--- config.mk ---
export PLATFORM = sky130hd
export DESIGN_NAME = lock_key_seq
export DESIGN_NICKNAME = d
export VERILOG_FILES = /design/src/rtl/lock_key_seq.sv
export SDC_FILE = /design/constraint.sdc
export NUM_CORES = 1
export LEC_CHECK = 0
export BUFFER_PORTS_ARGS = -buffer_cell sky130_fd_sc_hd__buf_2
export CORE_MARGIN = 1.5
export CORE_UTILIZATION = 35
export CTS_CLUSTER_SIZE = 30
export DETAILED_ROUTE_END_ITERATION = 10
export GPL_ROUTABILITY_DRIVEN = 1
export PLACE_DENSITY = 0.63
export SETUP_SLACK_MARGIN = 0.05
export SLEW_MARGIN = 40
export SYNTH_ARGS = -nofsm -noshare
export SYNTH_HDL_FRONTEND = slang
export SYNTH_SLANG_ARGS = --single-unit
export TNS_END_PERCENT = 1
--- constraint.sdc ---
create_clock -name clk -period 1.8 [get_ports clk]
set_input_delay 0.09 -clock clk [delete_from_list [all_inputs] [get_ports clk]]
set_output_delay 0.09 -clock clk [all_outputs]
set_load 0.02 [all_outputs]
--- src/rtl/lock_key_seq.sv ---
// Key-load and unlock sequencer: shifts in a serial key, checks it against KEY_REF,
// releases the locked core on a match and locks out after MAX_TRIES failed checks.
module lock_key_seq #(
    parameter int               KEY_W     = 8,
    parameter logic [KEY_W-1:0] KEY_REF   = 8'hA5,
    parameter int               MAX_TRIES = 3
) (
    input  logic             clk,
    input  logic             rst,
    input  logic             load_start,
    input  logic             kin_valid,
    input  logic             kin_bit,
    output logic             kin_ready,
    output logic             core_rst,
    output logic [KEY_W-1:0] key_out,
    output logic             key_ok,
    output logic             fail_pulse,
    output logic [1:0]       fail_cnt,
    output logic             locked_out
);

    localparam int               CNT_W  = $clog2(KEY_W) + 1;
    localparam logic [CNT_W-1:0] C_LAST = CNT_W'(KEY_W - 1);
    localparam logic [1:0]       C_MAX  = 2'(MAX_TRIES);

    typedef enum logic [2:0] {
        S_IDLE    = 3'd0,
        S_SHIFT   = 3'd1,
        S_CHECK   = 3'd2,
        S_FAIL    = 3'd3,
        S_RUN     = 3'd4,
        S_LOCKOUT = 3'd5
    } state_t;

    state_t           r_state, w_state_next;
    logic [KEY_W-1:0] r_shreg, w_shreg_next;
    logic [KEY_W-1:0] r_key_out, w_key_out_next;
    logic [CNT_W-1:0] r_cnt, w_cnt_next;
    logic [1:0]       r_fail_cnt, w_fail_cnt_next;

    // The locked core samples on the rising edge, so this block advances on the falling edge.
    always_ff @(negedge clk or posedge rst) begin
        if (rst) begin
            r_state    <= S_IDLE;
            r_shreg    <= '0;
            r_key_out  <= '0;
            r_cnt      <= '0;
            r_fail_cnt <= '0;
        end else begin
            r_state    <= w_state_next;
            r_shreg    <= w_shreg_next;
            r_key_out  <= w_key_out_next;
            r_cnt      <= w_cnt_next;
            r_fail_cnt <= w_fail_cnt_next;
        end
    end

    always_comb begin
        w_state_next    = r_state;
        w_shreg_next    = r_shreg;
        w_key_out_next  = r_key_out;
        w_cnt_next      = r_cnt;
        w_fail_cnt_next = r_fail_cnt;
        case (r_state)
            S_IDLE: begin
                if (load_start) begin
                    w_state_next = S_SHIFT;
                    w_shreg_next = '0;
                    w_cnt_next   = '0;
                end
            end
            S_SHIFT: begin
                if (kin_valid) begin
                    w_shreg_next = {r_shreg[KEY_W-2:0], kin_bit};
                    w_cnt_next   = r_cnt + 1'b1;
                    if (r_cnt == C_LAST) begin
                        w_state_next = S_CHECK;
                    end
                end
            end
            S_CHECK: begin
                if (r_shreg == KEY_REF) begin
                    w_key_out_next  = r_shreg;
                    w_fail_cnt_next = '0;
                    w_state_next    = S_RUN;
                end else begin
                    if (r_fail_cnt != C_MAX) begin
                        w_fail_cnt_next = r_fail_cnt + 2'd1;
                    end
                    if (r_fail_cnt + 2'd1 == C_MAX) begin
                        w_state_next = S_LOCKOUT;
                    end else begin
                        w_state_next = S_FAIL;
                    end
                end
            end
            S_FAIL: begin
                w_state_next = S_IDLE;
            end
            S_RUN: begin
                // Re-key drops the key first so the core is reset before any new key lands.
                if (load_start) begin
                    w_state_next   = S_SHIFT;
                    w_key_out_next = '0;
                    w_shreg_next   = '0;
                    w_cnt_next     = '0;
                end
            end
            S_LOCKOUT: begin
                w_state_next = S_LOCKOUT;
            end
            default: begin
                w_state_next = S_IDLE;
            end
        endcase
    end

    assign kin_ready  = (r_state == S_SHIFT);
    assign core_rst   = (r_state != S_RUN);
    assign key_ok     = (r_state == S_RUN);
    assign fail_pulse = (r_state == S_FAIL);
    assign locked_out = (r_state == S_LOCKOUT);
    assign key_out    = r_key_out;
    assign fail_cnt   = r_fail_cnt;

endmodule

* Word level (Yosys, flattened, before mapping) *
Index checks and enable logic that the tools add are counted.

operators by class
  add/sub/neg operators = 2
  equality and inequality tests = 15
  multiplexer cells = 16
  reductions and logical operators = 9

operators with widths
  operator                                             count
  case mux 8 bit (2 select lines)                      2
  two-way mux 8 bit                                    3
  two-way mux 3 bit                                    5
  case mux 3 bit (4 select lines)                      1
  AND reduction 3 bit                                  3
  equality test 8 bit, second input constant           1
  two-way mux 4 bit                                    2
  != test 2 bit, second input constant                 4
  case mux 4 bit (2 select lines)                      1
  equality test 3 x 2 -> 1 bit, second input constant  2
  equality test 3 bit, second input constant           2
  nonzero test 2 bit                                   3
  adder 4 x 1 -> 4 bit, second input constant          1
  equality test 4 x 3 -> 1 bit, second input constant  1
  two-way mux 2 bit                                    2
  != test 2 x 1 -> 1 bit, second input constant        2
  equality test 3 x 1 -> 1 bit, second input constant  1
  zero test 3 bit                                      1
  != test 3 bit, second input constant                 1
  adder 2 x 1 -> 2 bit, second input constant          1
  equality test 2 bit, second input constant           1
  AND reduction 2 bit                                  1
  OR reduction 2 bit                                   1

word-level totals
  register bits after elaboration = 25
  bits of input ports = 5
  output and inout port bits = 15

* Logic depth before layout (Yosys ltp) *
Gate-level depths: netlist (run 1).

  depth in word-level cells = 5
  depth in mapped cells = 5
  mapped depth without buffers = 4

==> summary.md, run 1 <==
| Metric | Value |
|---|---|
| WP data arrival | 2.13 ns |
| Most frequent cells in the layout | dfrtn_1, nand2_1, buf_4 |
| H-tree depth | 1 |
| Share of layout cells above drive strength 1 | 0.344 |
| Clock buffer depth | 2 |
| Register share of total power | 0.487 |
| Core area | 3130 sq um |
| Vias in the first global route | 923 |
| Hold_ws | 0.451 ns |
| RR Startpoint | r_state[1]$_DFFE_NP0P_ |
| Place WS | -0.195 ns |
| Final worst setup slack | -0.420 ns |
| Post-synth cell types | 32 |
| Yosys warns | 0 |
| Nets | 163 |
| Pwr Density | 1100 nW/um^2 |
| Main area contributors after synthesis | dfrtn_1, nand2_1, o21ai_0 |
| Worst Path Class, Setup | flop to output port |
| Worst Reg-to-Reg Cells | 12 |
| Initial drt markers | 23 |
| Initial antenna violation count | 0 |
| Syn Area/Cell | 10.3 sq um |
| Vias/cell | 4.88 |
| Drt total wl | 2490 um |
| CP endpoint kind | output port |
| Share of power burned in the clock network | 0.143 |
| Routed vias | 966 |
| Least-Margin Pin Slew | 0.395 ns |
| Drt drc | 0 |
| Die height | 60.9 um |
| Pre-antenna DRT Iters | 4 |
| Clk root buf | clkbuf_4 |
| MaxCap Viol Count | 0 |
| Routed Antenna Nets | 0 |
| Share of the synthesized area in the top cell type | 0.532 |
| I/O pin count | 20 |
| Area delta synth->final | 37.7% |
| Initial cell density of the core | 0.376 |
| Combinational power share | 0.369 |
| CP Cell Sequence | nor2b_2 -> and2_1 -> buf_6 |
| Req. time, crit path | 1.71 ns |
| Final std cells w/o fill | 198 |
| Worst VDD drop | 0.559 mV |
| Worst path slowest cell | dfrtn_1 |
| Worst path max stage delay | 0.55 ns |
| Post-Place Cells | 184 |
| P_leak | 0.780 nW |
| Worst Path Max Fanout | 5 |
| Die area | 3710 sq um |
| Gr ovfl total | 0 |
| Hold Buf Count CTS | 0 |
| FF-to-FF End | r_state[2]$_DFFE_NP0P_ |
| CP top delay family | flip-flops |
| Bufs and invs on worst path | 1 |
| Area of the mapped netlist | 1170 sq um |
| Failing checks | setup timing |
| Clock transition at the registers of the reported paths | 0.09 ns |
| Post-synth top area cell | dfrtn_1 |
| Clk_lat worst skew | 0.30 ns |
| Final TNS setup | -3.07 ns |
| Hold Path Origin | r_shreg[4]$_DFFE_NP0P_ |
| Clock buffer count from CTS | 3 |
| Seq/Total Area, Yosys | 0.532 |
| RSZ-0062 raised after global routing | true |
| Largest net degree at the start of global routing | 26 |
| Synthesized Nets | 122 |
| First-pass GRT wire length | 4380 um |
| Fin. max-slew vios | 0 |
| N_diodes | 0 |
| Die Span X | 60.9 um |
| Final Hold Vio Count | 0 |
| CTS Sinks | 25 |
| Worst Hold Depth | 2 |
| #FFs+latches synth | 25 |
| Worst Hold End | r_shreg[5]$_DFFE_NP0P_ |
| Startpoint types | flop |
| Synth Instances | 114 |
| Register-to-register setup slack | -0.38 ns |
| Placer Congestion | 0.722 |
| Most common cell after layout, fill and taps aside | dfrtn_1 |
| Total track usage | 0.159 |
| Routed wire per std cell | 12.6 um |
| Psw | 648 uW |
| Outcome | complete, but fails checks |
| Detail Placement HPWL | 1650 um |
| Worst Hold Class | flop to flop |
| Layout Skew | 0.00112 ns |
| Switching share of total power | 0.365 |
| Internal | 1.13 mW |
| Port buffer count | 19 |
| Final setup vio count | 16 |
| Max_slew headroom | 0.737 |
| FP Rows | 20 |
| TritonCTS clock tree | yes |
-- routing by layer --
layer,share of wire,up-vias,wire (um),GRT usage
met2,0.51,16,1280,0.296
met5,0,-,0,0
met1,0.45,469,1120,0.191
li1,-,479,-,-
met4,0.0032,0,8,0.0373
met3,0.033,2,81,0.0256
-- tightest hold or removal path, cell delays in order, from the launching register on --
cell and delay (ns):
dfrtn_1 0.44, nand2_1 0.05, o21ai_0 0.06
-- synthesized netlist by cell type --
cell type   n
o21a_1      4
nand4_1     1
mux2i_1     2
a22oi_1     1
a21o_1      1
a32o_1      1
nor4b_1     1
o21ai_0    12
o311ai_0    1
dfrtn_1    25
ha_1        3
nand2_1    22
buf_2       4
or3b_1      1
o211ai_1    2
clkbuf_1    1
nand4b_1    1
nor3_4      1
o21ai_1     1
inv_1       5
nor2_1      5
nand4bb_1   2
o21bai_1    1
or3b_4      1
o32ai_1     1
and2_1      2
nand2b_1    3
and4bb_2    1
o221ai_1    1
o2111ai_1   1
nor3b_1     5
nor2b_1     1
-- state kept, by name, summed over array words and instances, names as in the netlist --
register / count
fail_cnt: 2
key_out: 8
r_cnt: 4
r_shreg: 8
r_state: 3
-- cell type report --
| class | count | area, sq um |
|---|---|---|
| clock buffer | 3 | 22.5 |
| sequential | 25 | 626 |
| inverter | 5 | 18.8 |
| fill | 290 | 1510 |
| timing repair buffer | 41 | 363 |
| multi-input combinational | 79 | 526 |
| tap | 44 | 55.1 |
| clock inverter | 1 | 7.51 |
-- kinds of logic after synthesis --
family | share of synthesized area
buffers and inverters | 0.0362
AO/OA/AOI/OAI | 0.151
AND/OR/NAND/NOR | 0.231
multiplexers | 0.0170
flip-flops | 0.532
adder cells (fa/ha/maj) | 0.0320
-- repair_timing --
item | in CTS | in global routing
gates resized for setup | 26 | 4
buffers inserted | 9 | 1
pin swaps | 1 | 0
setup endpoints to repair | 19 | 20
-- stage by stage --
stage	utilization	cell area [sq um]	power (mW)
2_1_floorplan	-	1200	1.30
3_3_place_gp	0.454	1420	1.46
3_5_place_dp	0.454	1420	1.49
4_1_cts	0.511	1600	1.79
5_1_grt	0.517	1620	1.95
6_report	0.517	1620	1.78
-- power groups by stage --
stage	Clock [mW]	Combinational, mW	Sequential (mW)
final	0.254	0.657	0.866
after detailed placement	0	0.618	0.871
after floorplan	0	0.447	0.850
after global placement	0	0.594	0.863
after global routing	0.300	0.760	0.893
after CTS	0.274	0.653	0.866
-- worst max-delay path by stage --
stage                      startpoint                      to  slack (ns)  depth (start not counted)
6_report       r_state[1]$_DFFE_NP0P_              locked_out       -0.42                          3
5_1_grt        r_state[2]$_DFFE_NP0P_                  key_ok       -0.49                          2
4_1_cts        r_state[1]$_DFFE_NP0P_              locked_out       -0.42                          3
3_5_place_dp               load_start  r_shreg[1]$_DFFE_NP0P_       -0.20                          4
3_3_place_gp               load_start  r_shreg[4]$_DFFE_NP0P_       -0.17                          4
2_1_floorplan  r_state[0]$_DFFE_NP0P_                core_rst       -0.14                          3
(Power assumes the default switching activity.)
==> run 2: changes to the inputs <==
- CORE_UTILIZATION: 35 -> 54
- PLACE_DENSITY: 0.63 -> 0.86
==> run 2 against run 1 <==
Net effect:
- clock-buffer cell count is the same
- via count rose by 3.0%
- flip-flop and latch count did not move
- largest cell class unchanged
- global-route usage increased by 7.9 points
- total power rose by 5.4%
- the run still ends with setup timing left
- clock skew up 0.0075 ns
==> summary.md, run 2 (synthesis gave the netlist of run 1 again) <==
| Metric | Value |
|---|---|
| Final setup vio count | 19 (was 16) |
| TritonCTS clock tree | yes (unchanged) |
| Initial antenna violation count | 0 (unchanged) |
| Clock transition at the registers of the reported paths | 0.10 ns (was 0.09 ns) |
| Routed vias | 995 (was 966) |
| Worst Path Max Fanout | 4 (was 5) |
| Clock buffer depth | 2 (unchanged) |
| Worst Path Class, Setup | flop to output port (unchanged) |
| Final std cells w/o fill | 177 (was 198) |
| Nets | 159 (was 163) |
| Placer Congestion | 0.801 (was 0.722) |
| Max_slew headroom | 0.749 (was 0.737) |
| Routed wire per std cell | 14.9 um (was 12.6 um) |
| Total track usage | 0.238 (was 0.159) |
| Routed Antenna Nets | 0 (unchanged) |
| N_diodes | 0 (unchanged) |
| Clk_lat worst skew | 0.31 ns (was 0.30 ns) |
| Pre-antenna DRT Iters | 5 (was 4) |
| Layout Skew | 0.00861 ns (was 0.00112 ns) |
| Die height | 49.6 um (was 60.9 um) |
| Drt total wl | 2640 um (was 2490 um) |
| First-pass GRT wire length | 4490 um (was 4380 um) |
| MaxCap Viol Count | 0 (unchanged) |
| Fill count | 115 (was 290) |
| Clk root buf | clkbuf_4 (unchanged) |
| Detail Placement HPWL | 1710 um (was 1650 um) |
| Initial drt markers | 20 (was 23) |
| Final TNS setup | -3.11 ns (was -3.07 ns) |
| H-tree depth | 1 (unchanged) |
| Area delta synth->final | 34.7% (was 37.7%) |
| Outcome | complete, but fails checks (unchanged) |
| WP data arrival | 2.20 ns (was 2.13 ns) |
| Fin. max-slew vios | 0 (unchanged) |
| Startpoint types | flop (unchanged) |
| Initial cell density of the core | 0.587 (was 0.376) |
| Power after layout | 1.87 mW (was 1.78 mW) |
| Least-Margin Pin Slew | 0.376 ns (was 0.395 ns) |
| Final worst setup slack | -0.485 ns (was -0.420 ns) |
| Post-Place Cells | 167 (was 184) |
| Multi-input logic area | 531 sq um (was 526 sq um) |
| Seq. cell area | 626 sq um (unchanged) |
| Pwr Density | 1180 nW/um^2 (was 1100 nW/um^2) |
| Port buffer count | 19 (unchanged) |
| Req. time, crit path | 1.71 ns (about the same) |
| Largest net degree at the start of global routing | 26 (unchanged) |
| I/O pin count | 20 (unchanged) |
| Vias in the first global route | 969 (was 923) |
| Drt drc | 0 (unchanged) |
| Vias/cell | 5.62 (was 4.88) |
| Most common cell after layout, fill and taps aside | dfrtn_1 (unchanged) |
| Core area | 2000 sq um (was 3130 sq um) |
| CP endpoint kind | output port (unchanged) |
| Core Util, Final | 0.791 (was 0.517) |
| RSZ-0062 raised after global routing | true (unchanged) |
| Die Span X | 49.6 um (was 60.9 um) |
| Register-to-register setup slack | -0.03 ns (was -0.38 ns) |
| Final Hold Vio Count | 0 (unchanged) |
| Share of layout cells above drive strength 1 | 0.340 (was 0.344) |
| Clock buffer count from CTS | 3 (unchanged) |
| Worst VDD drop | 0.861 mV (was 0.559 mV) |
| FP Rows | 16 (was 20) |
| P_leak | 0.762 nW (was 0.780 nW) |
| Worst Hold Class | flop to flop (unchanged) |
| Place WS | -0.206 ns (was -0.195 ns) |
| Failing checks | setup timing (unchanged) |
| CTS Sinks | 25 (unchanged) |
| Die area | 2460 sq um (was 3710 sq um) |
| Gr ovfl total | 0 (unchanged) |
| Most frequent cells in the layout | dfrtn_1, nand2_1, buf_6 (was dfrtn_1, nand2_1, buf_4) |
==> run 2: area by class of cell <==
class	count	area share
well taps	27	0.0213
clock inverters	1	0.00474
inverters	5	0.0119
repair buffers	37	0.217
flip-flops and latches	25	0.395
clock buffers	3	0.0142
multi-input cells	79	0.335
==> run 2: metrics by stage <==
stage                     hold slack [ns]  area (sq um)
after CTS                           0.439          1550
final                               0.444          1580
after global placement              0.430          1400
after floorplan                     0.411          1200
after global routing                0.480          1580
after detailed placement            0.435          1400
==> run 2: final timing paths <==
path / endpoint / depth (start not counted) / start
worst max-delay path: fail_pulse / 3 / r_state[0]$_DFFE_NP0P_
min in group asynchronous: r_shreg[2]$_DFFE_NP0P_ / 3 / rst
worst min-delay path: r_cnt[0]$_DFFE_NP0P_ / 1 / r_cnt[0]$_DFFE_NP0P_
worst min register to register: r_cnt[0]$_DFFE_NP0P_ / 1 / r_cnt[0]$_DFFE_NP0P_
worst max register to register: key_out[1]$_DFFE_NP0P_ / 5 / r_state[1]$_DFFE_NP0P_
max in group asynchronous: r_shreg[4]$_DFFE_NP0P_ / 3 / rst
==> run 2: layer usage <==
| metal | track usage | up-vias | wire length (um) |
|---|---|---|---|
| met5 | 0 | - | 0 |
| li1 | - | 472 | - |
| met3 | 0.0394 | 4 | 53 |
| met2 | 0.398 | 17 | 1390 |
| met1 | 0.311 | 502 | 1160 |
| met4 | 0.0880 | 0 | 30 |
==> run 2: where the power goes <==
part	switching [mW]	internal, mW	total (mW)
combinational	0.386	0.358	0.744
sequential	0.143	0.732	0.875
clock	0.169	0.0846	0.254
total	0.698	1.17	1.87
==> run 2: what timing repair did <==
action / 4_1_cts / 5_1_grt
resized for setup: 32 / 3
pin swaps: 2 / 2
setup buffers: 3 / 3
setup endpoints to repair: 16 / 24
hold buffers: 0 / 0
==> run 2: critical path, cell delays in order, from the launching register on <==
cell and delay (ns):
dfrtn_1 0.53, nand2b_1 0.18, nor2_2 0.16, buf_6 0.13
==> run 3: changes to the inputs <==
- BUFFER_PORTS_ARGS: -buffer_cell sky130_fd_sc_hd__buf_2 -> not set
- CORE_UTILIZATION: 54 -> 55
- DONT_BUFFER_PORTS: not set -> 1
- PLACE_DENSITY: 0.86 -> 0.79
- SKIP_CTS_REPAIR_TIMING: not set -> 1
==> run 3 against run 2 <==
Net effect:
- the flow still finishes with violations (setup timing)
- first-iteration DRC count down 5.0%
- via count down 13%
- combinational power down 24%
- clock-buffer cell count unchanged
- largest power group unchanged
- worst hold slack better by 0.0066 ns
- largest cell class unchanged
==> summary.md, run 3 (synthesis gave the netlist of run 1 again) <==
| Metric | Value |
|---|---|
| Grt peak-use layer | met2 (unchanged) |
| Nets | 134 (was 159) |
| Startpoint types | flop (unchanged) |
| CTS Sinks | 25 (unchanged) |
| Die height | 49.2 um (was 49.6 um) |
| Least-Margin Pin Slew | 0.380 ns (was 0.376 ns) |
| Grt met1 use | 0.261 (was 0.311) |
| Worst Hold Class | flop to flop (unchanged) |
| Outcome | complete, but fails checks (unchanged) |
| Worst Path Max Fanout | 5 (was 4) |
| Clk_lat worst skew | 0.32 ns (was 0.31 ns) |
| N_diodes | 0 (unchanged) |
| Worst path max stage delay | 0.52 ns (was 0.53 ns) |
| Final TNS setup | -2.61 ns (was -3.11 ns) |
| RR Startpoint | r_state[1]$_DFFE_NP0P_ (unchanged) |
| Largest net degree at the start of global routing | 26 (unchanged) |
| Clock buffer depth | 2 (unchanged) |
| Final setup vio count | 15 (was 19) |
| Final Hold Vio Count | 0 (unchanged) |
| H-tree depth | 1 (unchanged) |
| Layout Skew | 0.00350 ns (was 0.00861 ns) |
| FP Rows | 16 (unchanged) |
| Routed Antenna Nets | 0 (unchanged) |
| Port buffer count | 0 (was 19) |
| Max_slew headroom | 0.747 (was 0.749) |
| Design Area, Final | 1340 sq um (was 1580 sq um) |
| Area delta synth->final | 14.4% (was 34.7%) |
| Initial drt markers | 19 (was 20) |
| CP top delay family | flip-flops (unchanged) |
| First-pass GRT wire length | 3900 um (was 4490 um) |
| Vias/cell | 5.71 (was 5.62) |
| TritonCTS clock tree | yes (unchanged) |
| Met3 usage | 0.0429 (was 0.0394) |
| Worst path slowest cell | dfrtn_1 (unchanged) |
| Bufs and invs on worst path | 1 (unchanged) |
| Clock buffer count from CTS | 3 (unchanged) |
| Die Span X | 49.2 um (was 49.6 um) |
| DP Area | 1300 sq um (was 1400 sq um) |
| Clk root buf | clkbuf_4 (unchanged) |
| CP Cell Sequence | nor3b_4 -> buf_6 (was nand2b_1 -> nor2_2 -> buf_6) |
| Total track usage | 0.218 (was 0.238) |
| Drt total wl | 2320 um (was 2640 um) |
| Share of layout cells above drive strength 1 | 0.192 (was 0.340) |
| Gr ovfl total | 0 (unchanged) |
| Die area | 2420 sq um (was 2460 sq um) |
| RSZ-0062 raised after global routing | true (unchanged) |
| I/O pin count | 20 (unchanged) |
| M2 GR Usage | 0.367 (was 0.398) |
| Worst Path Class, Setup | flop to output port (unchanged) |
| Req. time, crit path | 1.71 ns (about the same) |
| Detail Placement HPWL | 1730 um (was 1710 um) |
| Routed wire per std cell | 15.3 um (was 14.9 um) |
| Most frequent cells in the layout | dfrtn_1, nand2_1, o21ai_0 (was dfrtn_1, nand2_1, buf_6) |
| Initial antenna violation count | 0 (unchanged) |
| Pre-antenna DRT Iters | 6 (was 5) |
| Worst VDD drop | 0.878 mV (was 0.861 mV) |
| CP endpoint kind | output port (unchanged) |
| Placer Congestion | 0.795 (was 0.801) |
| P_leak | 0.624 nW (was 0.762 nW) |
| Failing checks | setup timing (unchanged) |
| Pwr Density | 1280 nW/um^2 (was 1180 nW/um^2) |
| Clock transition at the registers of the reported paths | 0.09 ns (was 0.10 ns) |
| Vias in the first global route | 878 (was 969) |
| WP data arrival | 2.18 ns (was 2.20 ns) |
| Most common cell after layout, fill and taps aside | dfrtn_1 (unchanged) |
| Initial cell density of the core | 0.593 (was 0.587) |
| Place WS | -0.128 ns (was -0.206 ns) |
| Hold Path Origin | r_cnt[0]$_DFFE_NP0P_ (unchanged) |
| Drt drc | 0 (unchanged) |
| CP startpoint | r_state[2]$_DFFE_NP0P_ (was r_state[0]$_DFFE_NP0P_) |
| Fin. max-slew vios | 0 (unchanged) |
| Core area | 1980 sq um (was 2000 sq um) |
| Routed vias | 868 (was 995) |
| Final worst setup slack | -0.465 ns (was -0.485 ns) |
| MaxCap Viol Count | 0 (unchanged) |
run 3: per-stage QoR:
step	utilization	power [mW]	instances	hold slack, ns
6_report	0.678	1.72	152	0.450
5_1_grt	0.678	1.84	152	0.492
3_3_place_gp	0.654	1.42	147	0.433
2_1_floorplan	-	1.30	114	0.411
4_1_cts	0.669	1.72	151	0.452
3_5_place_dp	0.654	1.46	147	0.449
run 3: per-layer routing:
| metal | routed length (um) | share of wire |
|---|---|---|
| met5 | 0 | 0 |
| met2 | 1230 | 0.53 |
| met4 | 44 | 0.019 |
| met3 | 82 | 0.035 |
| met1 | 968 | 0.42 |
run 3: worst paths after layout:
check / end / slack (ns) / depth (start not counted)
worst min register to register: r_cnt[0]$_DFFE_NP0P_ / 0.45 / 1
worst min-delay path: r_cnt[0]$_DFFE_NP0P_ / 0.45 / 1
min in group asynchronous: r_shreg[3]$_DFFE_NP0P_ / 0.47 / 2
worst max-delay path: key_ok / -0.47 / 2
worst max register to register: key_out[2]$_DFFE_NP0P_ / 0.21 / 5
max in group asynchronous: r_shreg[7]$_DFFE_NP0P_ / 1.05 / 2
run 3: cell type report:
type	instances	area (sq um)
repair buffers	12	106
fillers	146	638
clock buffers	3	22.5
flip-flops and latches	25	626
well taps	27	33.8
inverters	5	18.8
clock inverters	1	7.51
multi-input cells	79	529
run 3: where the power goes:
group / total (mW) / internal, mW / switching [mW]
registers: 0.894 / 0.731 / 0.163
logic: 0.563 / 0.250 / 0.313
clock network: 0.260 / 0.0851 / 0.175
